--- config.mk ---
export PLATFORM = sky130hd
export DESIGN_NAME = pipeline_decode_flat
export DESIGN_NICKNAME = d
export VERILOG_FILES = /design/src/rtl/pipeline_decode_if.sv /design/src/rtl/pipeline_decode.sv /design/src/flat_wrapper.sv
export SDC_FILE = /design/constraint.sdc
export NUM_CORES = 1
export LEC_CHECK = 0
export ABC_AREA = 0
export CAP_MARGIN = 10
export CELL_PAD_IN_SITES_DETAIL_PLACEMENT = 0
export CELL_PAD_IN_SITES_GLOBAL_PLACEMENT = 1
export CORE_UTILIZATION = 35
export CTS_CLUSTER_SIZE = 10
export DETAILED_ROUTE_END_ITERATION = 8
export DONT_BUFFER_PORTS = 1
export PLACE_DENSITY = 0.67
export SLEW_MARGIN = 5
export SYNTH_ARGS = -nofsm -noshare
export SYNTH_HDL_FRONTEND = slang
export SYNTH_SLANG_ARGS = --single-unit
--- constraint.sdc ---
create_clock -name clk -period 2.65 [get_ports clk]
set_input_delay 0.1325 -clock clk [delete_from_list [all_inputs] [get_ports clk]]
set_output_delay 0.1325 -clock clk [all_outputs]
set_load 0.03 [all_outputs]
--- src/rtl/pipeline_decode_if.sv ---
// pipeline_decode_if
// Bundles the decode stage's fetch-side inputs, feedback outputs and the
// registered execute bundle into one interface.
//   master : driven by fetch / ALU side (pc_in, inst_in, br_late_*)
//   slave  : the decode stage (drives feedback, rf read addresses, ex_*)
interface pipeline_decode_if;
   logic [31:0] pc_in;
   logic [31:0] inst_in;
   logic        br_late_done_d1;
   logic        br_late_enable;

   logic [3:0]  early_branch_cmd;
   logic        memread_enable;
   logic [4:0]  rf_raddr_a;
   logic [4:0]  rf_raddr_b;

   logic        ex_valid;
   logic [31:0] ex_pc;
   logic [31:0] ex_inst;
   logic [3:0]  ex_alu_op;
   logic [31:0] ex_imm;
   logic        ex_use_imm;
   logic [4:0]  ex_dst;
   logic        ex_reg_write;
   logic        ex_mem_read;
   logic        ex_mem_write;
   logic [1:0]  ex_mem_size;
   logic        ex_mem_unsigned;
   logic        ex_link;
   logic [2:0]  ex_branch_cond;
   logic        illegal_inst;

   modport master (
      output pc_in, inst_in, br_late_done_d1, br_late_enable,
      input  early_branch_cmd, memread_enable, rf_raddr_a, rf_raddr_b,
      input  ex_valid, ex_pc, ex_inst, ex_alu_op, ex_imm, ex_use_imm, ex_dst,
      input  ex_reg_write, ex_mem_read, ex_mem_write, ex_mem_size,
      input  ex_mem_unsigned, ex_link, ex_branch_cond, illegal_inst
   );

   modport slave (
      input  pc_in, inst_in, br_late_done_d1, br_late_enable,
      output early_branch_cmd, memread_enable, rf_raddr_a, rf_raddr_b,
      output ex_valid, ex_pc, ex_inst, ex_alu_op, ex_imm, ex_use_imm, ex_dst,
      output ex_reg_write, ex_mem_read, ex_mem_write, ex_mem_size,
      output ex_mem_unsigned, ex_link, ex_branch_cond, illegal_inst
   );
endinterface

--- src/rtl/pipeline_decode.sv ---
// pipeline_decode
// MIPS decode stage. Decodes inst_in, returns early-branch and load-stall
// feedback to fetch combinationally, drives rf read addresses, and registers
// a decoded bundle for execute. Squashes wrong-path instructions after a late
// branch redirect.
// Ports:
//   clk  : clock
//   rst  : synchronous, active-high reset
//   dec  : pipeline_decode_if.slave (fetch inputs, feedback, ex_* bundle)
//
// state     | meaning
// ST_RUN    | normal decode
// ST_SQUASH | late redirect in flight; discard until br_late_done_d1
module pipeline_decode (
   input logic              clk,
   input logic              rst,
   pipeline_decode_if.slave dec
);
   localparam logic [3:0] OP_ADD = 4'd0,  OP_SUB = 4'd1,  OP_AND = 4'd2;
   localparam logic [3:0] OP_OR  = 4'd3,  OP_XOR = 4'd4,  OP_NOR = 4'd5;
   localparam logic [3:0] OP_SLT = 4'd6,  OP_SLTU = 4'd7, OP_SLL = 4'd8;
   localparam logic [3:0] OP_SRL = 4'd9,  OP_SRA = 4'd10, OP_LUI = 4'd11;
   localparam logic [3:0] OP_PASS = 4'd12;

   typedef enum logic {ST_RUN, ST_SQUASH} state_t;

   typedef struct packed {
      logic        valid;
      logic [31:0] pc;
      logic [31:0] inst;
      logic [3:0]  alu_op;
      logic [31:0] imm;
      logic        use_imm;
      logic [4:0]  dst;
      logic        reg_write;
      logic        mem_read;
      logic        mem_write;
      logic [1:0]  mem_size;
      logic        mem_unsigned;
      logic        link;
      logic [2:0]  branch_cond;
   } ex_bundle_t;

   state_t     state_q, state_d;
   ex_bundle_t bundle_q, bundle_d, dcd;
   logic       illegal_q, illegal_d;
   logic       squash, legal, is_load, bubble, illegal;
   logic [3:0] ebc;

   logic [31:0] inst;
   logic [5:0]  op, funct;
   logic [4:0]  rs, rt, rd, shamt;
   logic [31:0] imm_sext, imm_zext;

   assign inst     = dec.inst_in;
   assign op       = inst[31:26];
   assign rs       = inst[25:21];
   assign rt       = inst[20:16];
   assign rd       = inst[15:11];
   assign shamt    = inst[10:6];
   assign funct    = inst[5:0];
   assign imm_sext = {{16{inst[15]}}, inst[15:0]};
   assign imm_zext = {16'd0, inst[15:0]};

   // br_late_enable wins over a coincident done marker.
   assign squash = dec.br_late_enable | ((state_q == ST_SQUASH) & ~dec.br_late_done_d1);

   always_ff @(posedge clk) begin
      if (rst) state_q <= ST_RUN;
      else     state_q <= state_d;
   end

   always_comb begin
      state_d = state_q;
      if (dec.br_late_enable)
         state_d = ST_SQUASH;
      else if ((state_q == ST_SQUASH) && dec.br_late_done_d1)
         state_d = ST_RUN;
   end

   always_comb begin
      dcd         = '0;
      dcd.valid   = 1'b1;
      dcd.pc      = dec.pc_in;
      dcd.inst    = inst;
      legal       = 1'b1;
      is_load     = 1'b0;
      ebc         = 4'd0;
      case (op)
         6'h00: begin
            dcd.dst       = rd;
            dcd.reg_write = 1'b1;
            dcd.imm       = {27'd0, shamt};
            case (funct)
               6'h00: begin dcd.alu_op = OP_SLL; dcd.use_imm = 1'b1; end
               6'h02: begin dcd.alu_op = OP_SRL; dcd.use_imm = 1'b1; end
               6'h03: begin dcd.alu_op = OP_SRA; dcd.use_imm = 1'b1; end
               6'h04: dcd.alu_op = OP_SLL;
               6'h06: dcd.alu_op = OP_SRL;
               6'h07: dcd.alu_op = OP_SRA;
               6'h08: begin
                  dcd.alu_op = OP_PASS; dcd.reg_write = 1'b0;
                  dcd.branch_cond = 3'd7; ebc = 4'b0100;
               end
               6'h09: begin
                  dcd.alu_op = OP_PASS; dcd.link = 1'b1;
                  dcd.branch_cond = 3'd7; ebc = 4'b0100;
               end
               6'h20, 6'h21: dcd.alu_op = OP_ADD;
               6'h22, 6'h23: dcd.alu_op = OP_SUB;
               6'h24: dcd.alu_op = OP_AND;
               6'h25: dcd.alu_op = OP_OR;
               6'h26: dcd.alu_op = OP_XOR;
               6'h27: dcd.alu_op = OP_NOR;
               6'h2A: dcd.alu_op = OP_SLT;
               6'h2B: dcd.alu_op = OP_SLTU;
               default: legal = 1'b0;
            endcase
         end
         6'h01: begin
            dcd.alu_op = OP_SUB; dcd.imm = imm_sext; ebc = 4'b0010;
            if (rt == 5'd0)      dcd.branch_cond = 3'd5;
            else if (rt == 5'd1) dcd.branch_cond = 3'd6;
            else                 legal = 1'b0;
         end
         6'h02, 6'h03: begin
            dcd.alu_op = OP_PASS;
            dcd.imm    = {dec.pc_in[31:28], inst[25:0], 2'b00};
            ebc        = 4'b0001;
            if (op[0]) begin
               dcd.dst = 5'd31; dcd.reg_write = 1'b1; dcd.link = 1'b1;
            end
         end
         // BEQ..BGTZ are opcodes 4..7, branch_cond 1..4.
         6'h04, 6'h05, 6'h06, 6'h07: begin
            dcd.alu_op = OP_SUB; dcd.imm = imm_sext; ebc = 4'b0010;
            dcd.branch_cond = op[2:0] - 3'd3;
         end
         6'h08, 6'h09, 6'h0A, 6'h0B, 6'h0C, 6'h0D, 6'h0E, 6'h0F: begin
            dcd.dst = rt; dcd.reg_write = 1'b1; dcd.use_imm = 1'b1;
            dcd.imm = imm_sext;
            case (op[2:0])
               3'd0, 3'd1: dcd.alu_op = OP_ADD;
               3'd2:       dcd.alu_op = OP_SLT;
               3'd3:       dcd.alu_op = OP_SLTU;
               3'd4: begin dcd.alu_op = OP_AND; dcd.imm = imm_zext; end
               3'd5: begin dcd.alu_op = OP_OR;  dcd.imm = imm_zext; end
               3'd6: begin dcd.alu_op = OP_XOR; dcd.imm = imm_zext; end
               default: begin dcd.alu_op = OP_LUI; dcd.imm = {inst[15:0], 16'd0}; end
            endcase
         end
         6'h20, 6'h21, 6'h23, 6'h24, 6'h25: begin
            dcd.alu_op = OP_ADD; dcd.imm = imm_sext; dcd.use_imm = 1'b1;
            dcd.dst = rt; dcd.reg_write = 1'b1; dcd.mem_read = 1'b1;
            dcd.mem_unsigned = op[2];
            dcd.mem_size = (op[1:0] == 2'b11) ? 2'd2 : {1'b0, op[0]};
            is_load = 1'b1;
         end
         6'h28, 6'h29, 6'h2B: begin
            dcd.alu_op = OP_ADD; dcd.imm = imm_sext; dcd.use_imm = 1'b1;
            dcd.mem_write = 1'b1;
            dcd.mem_size = (op[1:0] == 2'b11) ? 2'd2 : {1'b0, op[0]};
         end
         default: legal = 1'b0;
      endcase
      if (dcd.dst == 5'd0) dcd.reg_write = 1'b0;
   end

   // An all-zero word is a bubble, not SLL $0,$0,0.
   assign bubble  = (inst == 32'd0);
   assign illegal = ~bubble & ~legal & ~squash;

   always_comb begin
      bundle_d  = '0;
      illegal_d = illegal;
      if (~bubble && legal && ~squash) bundle_d = dcd;
   end

   always_ff @(posedge clk) begin
      if (rst) begin
         bundle_q  <= '0;
         illegal_q <= 1'b0;
      end else begin
         bundle_q  <= bundle_d;
         illegal_q <= illegal_d;
      end
   end

   assign dec.early_branch_cmd = (~bubble && legal && ~squash) ? ebc : 4'd0;
   assign dec.memread_enable   = ~bubble & legal & ~squash & is_load;
   assign dec.rf_raddr_a       = rs;
   assign dec.rf_raddr_b       = rt;

   assign dec.ex_valid        = bundle_q.valid;
   assign dec.ex_pc           = bundle_q.pc;
   assign dec.ex_inst         = bundle_q.inst;
   assign dec.ex_alu_op       = bundle_q.alu_op;
   assign dec.ex_imm          = bundle_q.imm;
   assign dec.ex_use_imm      = bundle_q.use_imm;
   assign dec.ex_dst          = bundle_q.dst;
   assign dec.ex_reg_write    = bundle_q.reg_write;
   assign dec.ex_mem_read     = bundle_q.mem_read;
   assign dec.ex_mem_write    = bundle_q.mem_write;
   assign dec.ex_mem_size     = bundle_q.mem_size;
   assign dec.ex_mem_unsigned = bundle_q.mem_unsigned;
   assign dec.ex_link         = bundle_q.link;
   assign dec.ex_branch_cond  = bundle_q.branch_cond;
   assign dec.illegal_inst    = illegal_q;
endmodule

--- src/flat_wrapper.sv ---
// flat-port wrapper written by rule: the top's interface ports become plain ports
module pipeline_decode_flat 
  (clk, rst, dec_pc_in, dec_inst_in, dec_br_late_done_d1, dec_br_late_enable, dec_early_branch_cmd, dec_memread_enable, dec_rf_raddr_a, dec_rf_raddr_b, dec_ex_valid, dec_ex_pc, dec_ex_inst, dec_ex_alu_op, dec_ex_imm, dec_ex_use_imm, dec_ex_dst, dec_ex_reg_write, dec_ex_mem_read, dec_ex_mem_write, dec_ex_mem_size, dec_ex_mem_unsigned, dec_ex_link, dec_ex_branch_cond, dec_illegal_inst);
  pipeline_decode_if dec_i ();
  input logic clk;
  input logic rst;
  input wire logic [$bits(dec_i.pc_in)-1:0] dec_pc_in;
  input wire logic [$bits(dec_i.inst_in)-1:0] dec_inst_in;
  input wire logic [$bits(dec_i.br_late_done_d1)-1:0] dec_br_late_done_d1;
  input wire logic [$bits(dec_i.br_late_enable)-1:0] dec_br_late_enable;
  output wire logic [$bits(dec_i.early_branch_cmd)-1:0] dec_early_branch_cmd;
  output wire logic [$bits(dec_i.memread_enable)-1:0] dec_memread_enable;
  output wire logic [$bits(dec_i.rf_raddr_a)-1:0] dec_rf_raddr_a;
  output wire logic [$bits(dec_i.rf_raddr_b)-1:0] dec_rf_raddr_b;
  output wire logic [$bits(dec_i.ex_valid)-1:0] dec_ex_valid;
  output wire logic [$bits(dec_i.ex_pc)-1:0] dec_ex_pc;
  output wire logic [$bits(dec_i.ex_inst)-1:0] dec_ex_inst;
  output wire logic [$bits(dec_i.ex_alu_op)-1:0] dec_ex_alu_op;
  output wire logic [$bits(dec_i.ex_imm)-1:0] dec_ex_imm;
  output wire logic [$bits(dec_i.ex_use_imm)-1:0] dec_ex_use_imm;
  output wire logic [$bits(dec_i.ex_dst)-1:0] dec_ex_dst;
  output wire logic [$bits(dec_i.ex_reg_write)-1:0] dec_ex_reg_write;
  output wire logic [$bits(dec_i.ex_mem_read)-1:0] dec_ex_mem_read;
  output wire logic [$bits(dec_i.ex_mem_write)-1:0] dec_ex_mem_write;
  output wire logic [$bits(dec_i.ex_mem_size)-1:0] dec_ex_mem_size;
  output wire logic [$bits(dec_i.ex_mem_unsigned)-1:0] dec_ex_mem_unsigned;
  output wire logic [$bits(dec_i.ex_link)-1:0] dec_ex_link;
  output wire logic [$bits(dec_i.ex_branch_cond)-1:0] dec_ex_branch_cond;
  output wire logic [$bits(dec_i.illegal_inst)-1:0] dec_illegal_inst;
  assign dec_i.pc_in = dec_pc_in;
  assign dec_i.inst_in = dec_inst_in;
  assign dec_i.br_late_done_d1 = dec_br_late_done_d1;
  assign dec_i.br_late_enable = dec_br_late_enable;
  assign dec_early_branch_cmd = dec_i.early_branch_cmd;
  assign dec_memread_enable = dec_i.memread_enable;
  assign dec_rf_raddr_a = dec_i.rf_raddr_a;
  assign dec_rf_raddr_b = dec_i.rf_raddr_b;
  assign dec_ex_valid = dec_i.ex_valid;
  assign dec_ex_pc = dec_i.ex_pc;
  assign dec_ex_inst = dec_i.ex_inst;
  assign dec_ex_alu_op = dec_i.ex_alu_op;
  assign dec_ex_imm = dec_i.ex_imm;
  assign dec_ex_use_imm = dec_i.ex_use_imm;
  assign dec_ex_dst = dec_i.ex_dst;
  assign dec_ex_reg_write = dec_i.ex_reg_write;
  assign dec_ex_mem_read = dec_i.ex_mem_read;
  assign dec_ex_mem_write = dec_i.ex_mem_write;
  assign dec_ex_mem_size = dec_i.ex_mem_size;
  assign dec_ex_mem_unsigned = dec_i.ex_mem_unsigned;
  assign dec_ex_link = dec_i.ex_link;
  assign dec_ex_branch_cond = dec_i.ex_branch_cond;
  assign dec_illegal_inst = dec_i.illegal_inst;
  pipeline_decode u_core (.clk(clk), .rst(rst), .dec(dec_i));
endmodule
==> impl_metrics.csv <==
group,metric,value,unit
status,status,"finished clean",
yosys,ys_warn_count,0,
worst_setup_path,r2r_start,"u_core.state_q$_SDFFE_PP0P_",
yosys,syn_avg_cell_area,9.57,um^2
yosys,syn_area,4310,um^2
layout,stdcell_count,678,
drt,ant_nets,0,
power_and_ir_drop,p_leak,2.17,nW
global_route,grt_first_pass_wirelength,21800,um
worst_setup_path,worstReg2RegEnd,"u_core.dec.ex_mem_unsigned$_SDFF_PP0_",
flow_run,max_cap_violations,0,
yosys,ys.flop_type,"dfxtp_1",
sta,fin_crit_sh,0.920,
yosys,synthSimpleGateAreaFrac,0.219,
clock_network,htree_levels,4,
global_route,antenna_found_initial,0,
die,fp.dieH,113,um
clock_network,cts_max_path_buffers,2,
die,row_count,40,
clock_network,post_cts_buffers,0,
power_and_ir_drop,power_density,790,nW/um^2
layout,postLayoutCoreUtil,0.478,
worst_setup_path,crit_end,"u_core.dec.ex_mem_unsigned$_SDFF_PP0_",
clock_network,cts_made_buffers,17,
sta,hold_violations,0,
min_path,min-delay-path-class,"primary input to flip-flop",
worst_setup_path,timing_worst_setup_path_type,"primary input to flip-flop",
power_and_ir_drop,switchingPower,1.05,mW
global_route,grt_start_max_net_pins,60,
power_and_ir_drop,power.internal,3.48,mW
power_and_ir_drop,clkPwrFrac,0.515,
global_route,gr-total-overflow,0,
sta,finalCriticalPeriod,2.44,ns
yosys,ys_seq_elements,119,
placed_design,gp_congestion,0.854,
drt,wl_per_cell,21.1,um
layout,nNetsFinal,593,
power_and_ir_drop,comb_power_share,0.067,
worst_setup_path,ff2ff_setup_slack,0.53,ns
worst_setup_path,critPathArrivalTime,2.78,ns
drt,via_per_inst,5.39,
sta,setup_violations,0,
yosys,synth-xor-area-share,0,
clock_network,cts_tree,"built",
sta,max_slew_margin,0.531,
layout,final_common_cell,"dfxtp_1",
placed_design,dp_cells,577,
worst_setup_path,critPathLaunchType,"primary input",
yosys,synth_edf_count,0,
layout,final_cell_mix,"119 x dfxtp_1, 69 x dlygate4sd3_1, 60 x and2_1",
die,dieArea,12800,um^2
die,ios,201,
sta,worstMarginPinSlew,0.703,ns
yosys,synth_top_family_by_area,"simple AND/OR/NAND/NOR gates",
sta,drv_slew,0,
drt,drcViolationCount,0,
global_route,grt_pass1_vias,3623,
drt,routed_wl,14300,um
yosys,synth_mux_area_frac,0,
layout,num_antenna_cells,0,
layout,drive_gt1_frac,0.102,
placed_design,dp_hpwl,8840,um
placed_design,io_buffers,0,
sta,rsz0062_at_grt,"no",
die,core_area,12000,um^2
drt,dr.pass1.iters,5,
power_and_ir_drop,vdd_drop_max,0.000365,V
worst_setup_path,cp_data_required_time,2.99,ns
clock_network,cts_root_buf,"clkbuf_16",
global_route,grt_use_total,0.229,
worst_setup_path,endpoint_kind,"flip-flop",
clock_network,clkLatencyLatePin,0.40,ns
die,die_w,113,um
layout,syn_to_final_growth,33.0,%
power_and_ir_drop,p_sw_frac,0.231,
yosys,synth.distinct_cells,47,
sta,fin_skew,0.00303,ns
clock_network,clk_pin_slew_worst_paths,0.05,ns
worst_setup_path,cp-startpoint,"dec_inst_in[30]",
yosys,synth_cells,451,
yosys,yosysSeqAreaShare,0.552,
die,initial_core_util,0.359,
sta,setup_tns,0,ns
yosys,synth_compound_area_frac,0.154,
drt,drt_iter0_drc,339,
sta,clock.fmax,0.410,GHz
yosys,synth_fa_ha_area_frac,0.0203,
drt,vias,3655,
worst_setup_path,rr_worst_depth,6,
clock_network,cts_sinks,119,
worst_setup_path,critical_path_peak_fanout,6,
power_and_ir_drop,pwr-share-seq,0.418,
yosys,async_reset_ff_frac,0,
==> worst min-delay path by stage <==
stage / start / slack [ns] / endpoint / cells past startpoint
after floorplan: rst / 0.21 / u_core.dec.ex_mem_unsigned$_SDFF_PP0_ / 1
after global placement: rst / 0.21 / u_core.dec.ex_mem_unsigned$_SDFF_PP0_ / 1
after detailed placement: rst / 0.21 / u_core.dec.ex_mem_unsigned$_SDFF_PP0_ / 1
after CTS: dec_inst_in[26] / 0.0002 / u_core.dec.ex_mem_size[0]$_SDFF_PP0_ / 2
after global routing: rst / 0.02 / u_core.state_q$_SDFFE_PP0P_ / 2
final: rst / 0.01 / u_core.state_q$_SDFFE_PP0P_ / 2
==> synthesized netlist by cell type, drive strengths merged, types with 2 or more instances <==
master / n / area, um^2
nor3: 10 / 61.3
a31oi: 24 / 150
o21ai: 28 / 140
nor2b: 6 / 37.5
or3b: 2 / 17.5
a222oi: 3 / 30.0
nand2b: 3 / 18.8
a22oi: 13 / 97.6
nand2: 31 / 116
nor3b: 2 / 15.0
clkbuf: 23 / 86.3
buf: 15 / 111
inv: 9 / 33.8
dfxtp: 119 / 2380
a21o: 2 / 15.0
nor2: 37 / 139
o211ai: 5 / 51.3
ha: 7 / 87.6
nor4: 8 / 50.1
and2: 60 / 375
and3: 3 / 18.8
or4: 2 / 15.0
nand3: 6 / 30.0
nand4: 2 / 12.5
a221oi: 5 / 43.8
a21oi: 11 / 55.1
==> cells by family after synthesis <==
group / count (synthesis)
other: 1
buffers and inverters: 47
AOI/OAI and AO/OA: 100
DFF: 119
and+or+nand+nor: 177
adders and majority gates: 7
==> metrics by stage <==
step	instance area (um^2)	setup slack, ns	hold slack, ns	total power [mW]
after floorplan	4320	0.500	0.209	2.11
after global placement	4440	0.247	0.211	2.12
after detailed placement	4440	0.162	0.214	2.12
after CTS	5740	0.228	0.000250	4.56
after global routing	5740	0.0573	0.0154	4.68
final	5740	0.213	0.0113	4.53
==> per-layer routing <==
metal,up-vias,share of wire,GRT usage,wire length [um]
met1,1747,0.41,0.285,5820
met3,15,0.089,0.0686,1270
li1,1694,-,-,-
met5,-,0,0,0
met4,0,0.014,0.0789,205
met2,199,0.49,0.378,6990
==> what timing repair did <==
item | in CTS | in global routing
gates resized for setup | 0 | 0
hold buffers | 69 | 0
endpoints found under the hold margin | 112 | 0
==> power by group through the flow <==
stage | logic [mW] | registers [mW] | clock network [mW]
2_1_floorplan | 0.178 | 1.93 | 0
3_3_place_gp | 0.192 | 1.93 | 0
3_5_place_dp | 0.192 | 1.93 | 0
4_1_cts | 0.303 | 1.89 | 2.37
5_1_grt | 0.332 | 1.89 | 2.46
6_report | 0.304 | 1.89 | 2.33
==> final cells by class <==
type,count,area (um^2)
fill,1145,6270
inverter,9,33.8
clock inverter,12,150
multi-input combinational,286,1710
clock buffer,20,457
sequential,119,2380
tap,147,184
timing repair buffer,85,823
==> worst max-delay path, cell delays in order <==
cell and delay, ns:
dlygate4sd3_1 0.54, or3b_2 0.49, o32a_1 0.28, nand2_1 0.21, o21ai_0 0.12, buf_4 0.20, nor4_1 0.21, dlygate4sd3_1 0.58
==> registers in the layout (all words and copies together) (netlist names) <==
register                    cells
u_core.state_q                  1
u_core.dec.ex_alu_op            4
u_core.dec.ex_inst             32
u_core.dec.ex_valid             1
u_core.dec.ex_mem_read          1
u_core.dec.ex_branch_cond       3
u_core.dec.ex_reg_write         1
u_core.dec.illegal_inst         1
u_core.dec.ex_use_imm           1
u_core.dec.ex_link              1
u_core.dec.ex_mem_write         1
u_core.dec.ex_dst               5
u_core.dec.ex_mem_size          2
u_core.dec.ex_imm              32
u_core.dec.ex_pc               32
u_core.dec.ex_mem_unsigned      1
Note: power is estimated with default switching activity, not from simulation.
